File: src/rtl/cache_pkg.sv
// Shared definitions for the cache/main-memory arbiter: block geometry,
// memory latency, arbiter state encodings and the block-address helper.
package cache_pkg;

  localparam int WORDS   = 8;
  localparam int LATENCY = 4;

  localparam logic [2:0] ST_DRAIN  = 3'd0;
  localparam logic [2:0] ST_IDLE   = 3'd1;
  localparam logic [2:0] ST_WRITE  = 3'd2;
  localparam logic [2:0] ST_FILL_I = 3'd3;
  localparam logic [2:0] ST_FILL_D = 3'd4;

  // Byte address of the first word of the 16-byte block containing addr.
  function automatic logic [15:0] block_base(input logic [15:0] addr);
    return addr & 16'hFFF0;
  endfunction

endpackage

File: src/rtl/arb_fill_seq.sv
// Block-fill sequencer: issues WORDS consecutive reads, counts returning
// words and flags the final one.
module arb_fill_seq
  import cache_pkg::*;
#(
  parameter int WORDS = cache_pkg::WORDS
) (
  input  logic       clk,
  input  logic       rst,
  input  logic       start,
  input  logic       mem_data_valid,
  output logic       issue_active,
  output logic [2:0] issue_cnt,
  output logic [2:0] ret_cnt,
  output logic       last_word
);

  localparam logic [2:0] LAST = 3'(WORDS - 1);

  logic       issue_active_q, issue_active_d;
  logic [2:0] issue_cnt_q, issue_cnt_d;
  logic [2:0] ret_cnt_q, ret_cnt_d;

  always_comb begin
    issue_active_d = issue_active_q;
    issue_cnt_d    = issue_cnt_q;
    ret_cnt_d      = ret_cnt_q;
    if (start) begin
      issue_active_d = 1'b1;
      issue_cnt_d    = 3'd0;
      ret_cnt_d      = 3'd0;
    end else begin
      if (issue_active_q) begin
        issue_cnt_d = issue_cnt_q + 3'd1;
        if (issue_cnt_q == LAST) issue_active_d = 1'b0;
      end
      if (mem_data_valid) ret_cnt_d = ret_cnt_q + 3'd1;
    end
  end

  always_ff @(posedge clk or posedge rst) begin
    if (rst) begin
      issue_active_q <= 1'b0;
      issue_cnt_q    <= 3'd0;
      ret_cnt_q      <= 3'd0;
    end else begin
      issue_active_q <= issue_active_d;
      issue_cnt_q    <= issue_cnt_d;
      ret_cnt_q      <= ret_cnt_d;
    end
  end

  assign issue_active = issue_active_q;
  assign issue_cnt    = issue_cnt_q;
  assign ret_cnt      = ret_cnt_q;
  assign last_word    = mem_data_valid && (ret_cnt_q == LAST);

endmodule

File: src/rtl/cache_mem_arbiter.sv
// Arbitrates I-fill, D-fill and D write-through traffic onto one pipelined
// main memory, returning tagged fill words to the requesting cache.
module cache_mem_arbiter
  import cache_pkg::*;
#(
  parameter int LATENCY = cache_pkg::LATENCY,
  parameter int WORDS   = cache_pkg::WORDS,
  parameter int ADDR_W  = 16
) (
  input  logic              clk,
  input  logic              rst,
  input  logic              i_req,
  input  logic [ADDR_W-1:0] i_addr,
  input  logic              d_req,
  input  logic              d_wr,
  input  logic [ADDR_W-1:0] d_addr,
  input  logic [15:0]       d_wdata,
  output logic              i_fill_valid,
  output logic [2:0]        i_fill_word,
  output logic [15:0]       i_fill_data,
  output logic              i_done,
  output logic              i_stall,
  output logic              d_fill_valid,
  output logic [2:0]        d_fill_word,
  output logic [15:0]       d_fill_data,
  output logic              d_done,
  output logic              d_wr_ack,
  output logic              d_stall,
  output logic              mem_enable,
  output logic              mem_wr,
  output logic [ADDR_W-1:0] mem_addr,
  output logic [15:0]       mem_wdata,
  input  logic [15:0]       mem_data_out,
  input  logic              mem_data_valid
);

  localparam int DRN_W = $clog2(LATENCY + 1);

  logic [2:0]        state_q, state_d;
  logic [DRN_W-1:0]  drain_cnt_q, drain_cnt_d;
  logic              last_fill_q, last_fill_d;
  logic [ADDR_W-1:0] fill_base_q, fill_base_d;
  logic              start;
  logic              st_fill_i, st_fill_d, st_write;
  logic              fill_vld;
  logic              issue_active, last_word;
  logic [2:0]        issue_cnt, ret_cnt;

  assign st_fill_i = (state_q == ST_FILL_I);
  assign st_fill_d = (state_q == ST_FILL_D);
  assign st_write  = (state_q == ST_WRITE);
  // Read data arriving outside a fill is stale pipeline content.
  assign fill_vld  = mem_data_valid && (st_fill_i || st_fill_d);

  always_comb begin
    state_d     = state_q;
    drain_cnt_d = drain_cnt_q;
    last_fill_d = last_fill_q;
    fill_base_d = fill_base_q;
    start       = 1'b0;
    case (state_q)
      ST_DRAIN: begin
        if (drain_cnt_q <= DRN_W'(1)) state_d = ST_IDLE;
        else drain_cnt_d = drain_cnt_q - DRN_W'(1);
      end
      ST_IDLE: begin
        if (d_req && d_wr) begin
          state_d = ST_WRITE;
        end else if (d_req && (!i_req || last_fill_q)) begin
          state_d     = ST_FILL_D;
          fill_base_d = block_base(d_addr);
          start       = 1'b1;
        end else if (i_req) begin
          state_d     = ST_FILL_I;
          fill_base_d = block_base(i_addr);
          start       = 1'b1;
        end
      end
      ST_WRITE: state_d = ST_IDLE;
      ST_FILL_I, ST_FILL_D: begin
        if (last_word) begin
          state_d     = ST_IDLE;
          last_fill_d = st_fill_i;
        end
      end
      default: begin
        state_d     = ST_DRAIN;
        drain_cnt_d = DRN_W'(LATENCY);
      end
    endcase
  end

  always_ff @(posedge clk or posedge rst) begin
    if (rst) begin
      state_q     <= ST_DRAIN;
      drain_cnt_q <= DRN_W'(LATENCY);
      last_fill_q <= 1'b0;
      fill_base_q <= '0;
    end else begin
      state_q     <= state_d;
      drain_cnt_q <= drain_cnt_d;
      last_fill_q <= last_fill_d;
      fill_base_q <= fill_base_d;
    end
  end

  arb_fill_seq #(.WORDS(WORDS)) u_seq (
    .clk            (clk),
    .rst            (rst),
    .start          (start),
    .mem_data_valid (fill_vld),
    .issue_active   (issue_active),
    .issue_cnt      (issue_cnt),
    .ret_cnt        (ret_cnt),
    .last_word      (last_word)
  );

  always_comb begin
    i_fill_valid = st_fill_i && mem_data_valid;
    i_fill_word  = st_fill_i ? ret_cnt : 3'd0;
    i_fill_data  = st_fill_i ? mem_data_out : 16'd0;
    i_done       = st_fill_i && last_word;
    d_fill_valid = st_fill_d && mem_data_valid;
    d_fill_word  = st_fill_d ? ret_cnt : 3'd0;
    d_fill_data  = st_fill_d ? mem_data_out : 16'd0;
    d_done       = st_fill_d && last_word;
    d_wr_ack     = st_write;
    i_stall      = i_req && !i_done;
    d_stall      = d_req && !(d_done || d_wr_ack);
    mem_enable   = st_write || issue_active;
    mem_wr       = st_write;
    mem_wdata    = st_write ? d_wdata : 16'd0;
    mem_addr     = '0;
    if (st_write) mem_addr = d_addr;
    else if (issue_active) mem_addr = fill_base_q | {{(ADDR_W-4){1'b0}}, issue_cnt, 1'b0};
  end

endmodule

File: config.mk
export PLATFORM = sky130hd
export DESIGN_NAME = cache_mem_arbiter
export DESIGN_NICKNAME = d
export VERILOG_FILES = /design/src/rtl/cache_pkg.sv /design/src/rtl/arb_fill_seq.sv /design/src/rtl/cache_mem_arbiter.sv
export SDC_FILE = /design/constraint.sdc
export NUM_CORES = 1
export LEC_CHECK = 0
export ABC_AREA = 1
export CORE_ASPECT_RATIO = 1.75
export CORE_MARGIN = 8
export CORE_UTILIZATION = 45
export DETAILED_ROUTE_END_ITERATION = 12
export DONT_BUFFER_PORTS = 1
export SYNTH_ARGS = -nofsm -noshare
export SYNTH_HDL_FRONTEND = slang
export SYNTH_SLANG_ARGS = --single-unit
File: constraint.sdc
create_clock -name clk -period 1.1 [get_ports clk]
set_input_delay 0.11 -clock clk [delete_from_list [all_inputs] [get_ports clk]]
set_output_delay 0.11 -clock clk [all_outputs]
set_load 0.01 [all_outputs]
==> qor.csv <==
metric;value;unit
grt_use_total;20.31;%
die_y;104.8;microns
slew_viol_final;0;
crit_slowest_cell;dfrtp_2;
wl_per_cell;17.29;microns
crit_arrival;1.46;ns
drt_wl_total;7.745;mm
vias_per_cell;5.223;
htreeDepth;1;
cp_cell_sequence;buf_4, nand3_4, buf_2, nor2_1, buf_4;
pwr_density_cell;2387;nW/um^2
cts_tree;done;
end_kind;output port;
rows;32;
combPwrFrac;70.7;%
ir_worst_vdd;1843;uV
nFillCells;236;
portBuffers;0;
grt-ovfl-total;0;
insertion_delay;0.27;ns
hold_violations;1;
coreArea;4364;sq um
worst_slew_pin_slew;0.4176;ns
post-route-util;83.92;%
diodes;0;
synth_top_area_share;30.86;%
grt_pass1_wl;11.67;mm
worstReg2RegStart;state_q[1];
r2r_cells;8;
syn-num-nets;399;
violations;negative hold slack, negative setup slack;
cp.depth;5;
dp_slack;-0.1513;ns
syn_to_final_growth;80.68;%
numCtsBuffers;3;
cp_top_family;buffers and inverters;
start_util;46.44;%
status;finished, violations left;
yosysUniqueCellTypes;24;
clockBufferDepth;2;
worstSetupStartpoint;state_q[0];
syn_area;2027;sq um
placedCellCount;398;
place_congestion;0.9067;
synth_xor_area_share;0;%
crit_fanout;5;
clock_sinks;26;
drc;0;
p_leak;1.733;nW
worst_slack;-0.4676;ns
synth_top_family_by_area;simple AND/OR/NAND/NOR gates;
fin_crit;1.568;ns
fmax;0.6379;GHz
final_cells;448;
holdCritPathClass;in -> reg;
synth_fa_ha_area_share;3.704;%
drt_iter0_markers;79;
synth_warnings;0;
rsz0062_at_grt;yes;
synth.avg_cell_area;6.275;sq um
r2r_slack;-0.44;ns
p_int;4.662;mW
setup_viol;105;
required;0.99;ns
clock_power_share;9.3;%
cap_violations;0;
synth_area_leaders;dfrtp_1 31%, nand2_1 16%, nor2_1 14%;
ys_seq_area_share;32.16;%
yosys_register_bits;26;
pin_count;149;
synthSimpleGateAreaFrac;39.51;%
finClkSkew;0.002537;ns
seqPwrFrac;20.0;%
clockRootBuffer;clkbuf_8;
timing.hold.ws;-0.0009372;ns
startpoint_type;flip-flop;
cpPeakStageDelay;0.44;ns
die_w;66.74;microns
power.switching;4.079;mW
synth_compound_area_share;9.506;%
synth.mux.area_fraction;0;%
synth_cells;323;
synth_largest_area_cell;dfrtp_1;
final_layout_size_suffix_gt1_share;50.88;%
crit_path_end;i_fill_word[2];
hpwl;4.968;mm
postRouteAntennaNets;0;
slew_headroom;72.13;%
p_sw_share;46.66;%
die-area;6993;sq um
critPathMostFrequentCell;buf_4;
cts.clk_slew.worst_paths;0.10;ns
cp_num_buf_inv;3;
fin_tns_setup;-38.65;ns
critical_path_class;reg -> out;
finalNetCount;474;
final.period_utilization;142.5;%
grt_pass1_vias;2502;
r2r-end;fill_base_q[13];
antenna_found_initial;0;
drt_first_pass_iters;4;
vias;2340;
grt_max_degree;27;
==> through the flow <==
| stage | area (sq um) | total power [mW] |
|---|---|---|
| 2_1_floorplan | 2359 | 5.002 |
| 3_3_place_gp | 2624 | 6.026 |
| 3_5_place_dp | 2624 | 6.106 |
| 4_1_cts | 3477 | 8.300 |
| 5_1_grt | 3662 | 9.383 |
| 6_report | 3662 | 8.741 |
==> synthesized netlist by cell type, drive strengths merged <==
master / instances
a21oi: 5
o22ai: 1
dfrtp: 25
buf: 13
clkbuf: 2
nand3: 28
ha: 6
nor2: 77
o21ai: 9
nor3: 2
nand2: 86
dfstp: 1
a31oi: 12
inv: 56
==> kinds of logic after synthesis <==
| group | count (synthesis) |
|---|---|
| flops | 26 |
| compound gates | 27 |
| simple gates | 193 |
| buf+inv | 71 |
| fa+ha+maj | 6 |
==> routing by layer <==
metal  track usage (%)  routed length, microns
met1             21.25                    2480
met2             37.59                    4412
met3             5.241                     733
met4             5.069                     118
met5                 0                       0
==> what timing repair did <==
action / 4_1_cts / 5_1_grt
cloned: 6 / 1
pin swaps: 19 / 14
hold endpoints to repair: 37 / 1
resized for setup: 81 / 43
buffers inserted: 17 / 4
endpoints found under the setup margin: 104 / 105
hold buffers: 18 / 1
==> power by group through the flow <==
stage / sequential (mW) / clock, mW / combinational, mW
after floorplan: 1.70 / 0 / 3.30
after global placement: 1.72 / 0 / 4.31
after detailed placement: 1.73 / 0 / 4.37
after CTS: 1.73 / 0.822 / 5.75
after global routing: 1.81 / 0.863 / 6.71
final: 1.75 / 0.812 / 6.18
==> layout make-up <==
cell class | count | area, sq um | share of cell area, %
Multi-Input combinational cell | 226 | 1709 | 46.67
Timing Repair Buffer | 84 | 929.6 | 25.38
Sequential cell | 26 | 654.4 | 17.87
Inverter | 56 | 225.2 | 6.150
Tap cell | 51 | 63.81 | 1.742
Clock buffer | 3 | 41.29 | 1.127
Clock inverter | 1 | 30.03 | 0.8200
Timing Repair inverter | 1 | 8.758 | 0.2392
==> flip-flops by register name, indices dropped and copies added (netlist names) <==
name                count
fill_base_q            12
drain_cnt_q             3
state_q                 3
u_seq.issue_cnt         3
u_seq.ret_cnt           3
last_fill_q             1
u_seq.issue_active      1
==> worst min path at each step <==
stage | start | to | slack [ns] | cells after the start
2_1_floorplan | rst | drain_cnt_q[0] | 0.15 | 1
3_3_place_gp | rst | u_seq.issue_cnt[1] | 0.09 | 2
3_5_place_dp | rst | u_seq.ret_cnt[0] | 0.1 | 2
4_1_cts | d_addr[7] | fill_base_q[7] | 0.0001 | 2
5_1_grt | i_addr[4] | fill_base_q[4] | 0.002 | 2
6_report | d_addr[7] | fill_base_q[7] | -0.0009 | 2
==> layout by cell type (no fill, tap or decap), drive strengths merged <==
cell type / count
nand2: 86
nor2: 77
buf: 65
inv: 57
nand3: 28
dfrtp: 25
dlygate4sd3: 19
a31oi: 12
o21ai: 9
ha: 6
a21oi: 5
clkbuf: 3
nor3: 2
o22ai: 1
bufinv: 1
dfstp: 1
Power figures use the tool's default switching activity.
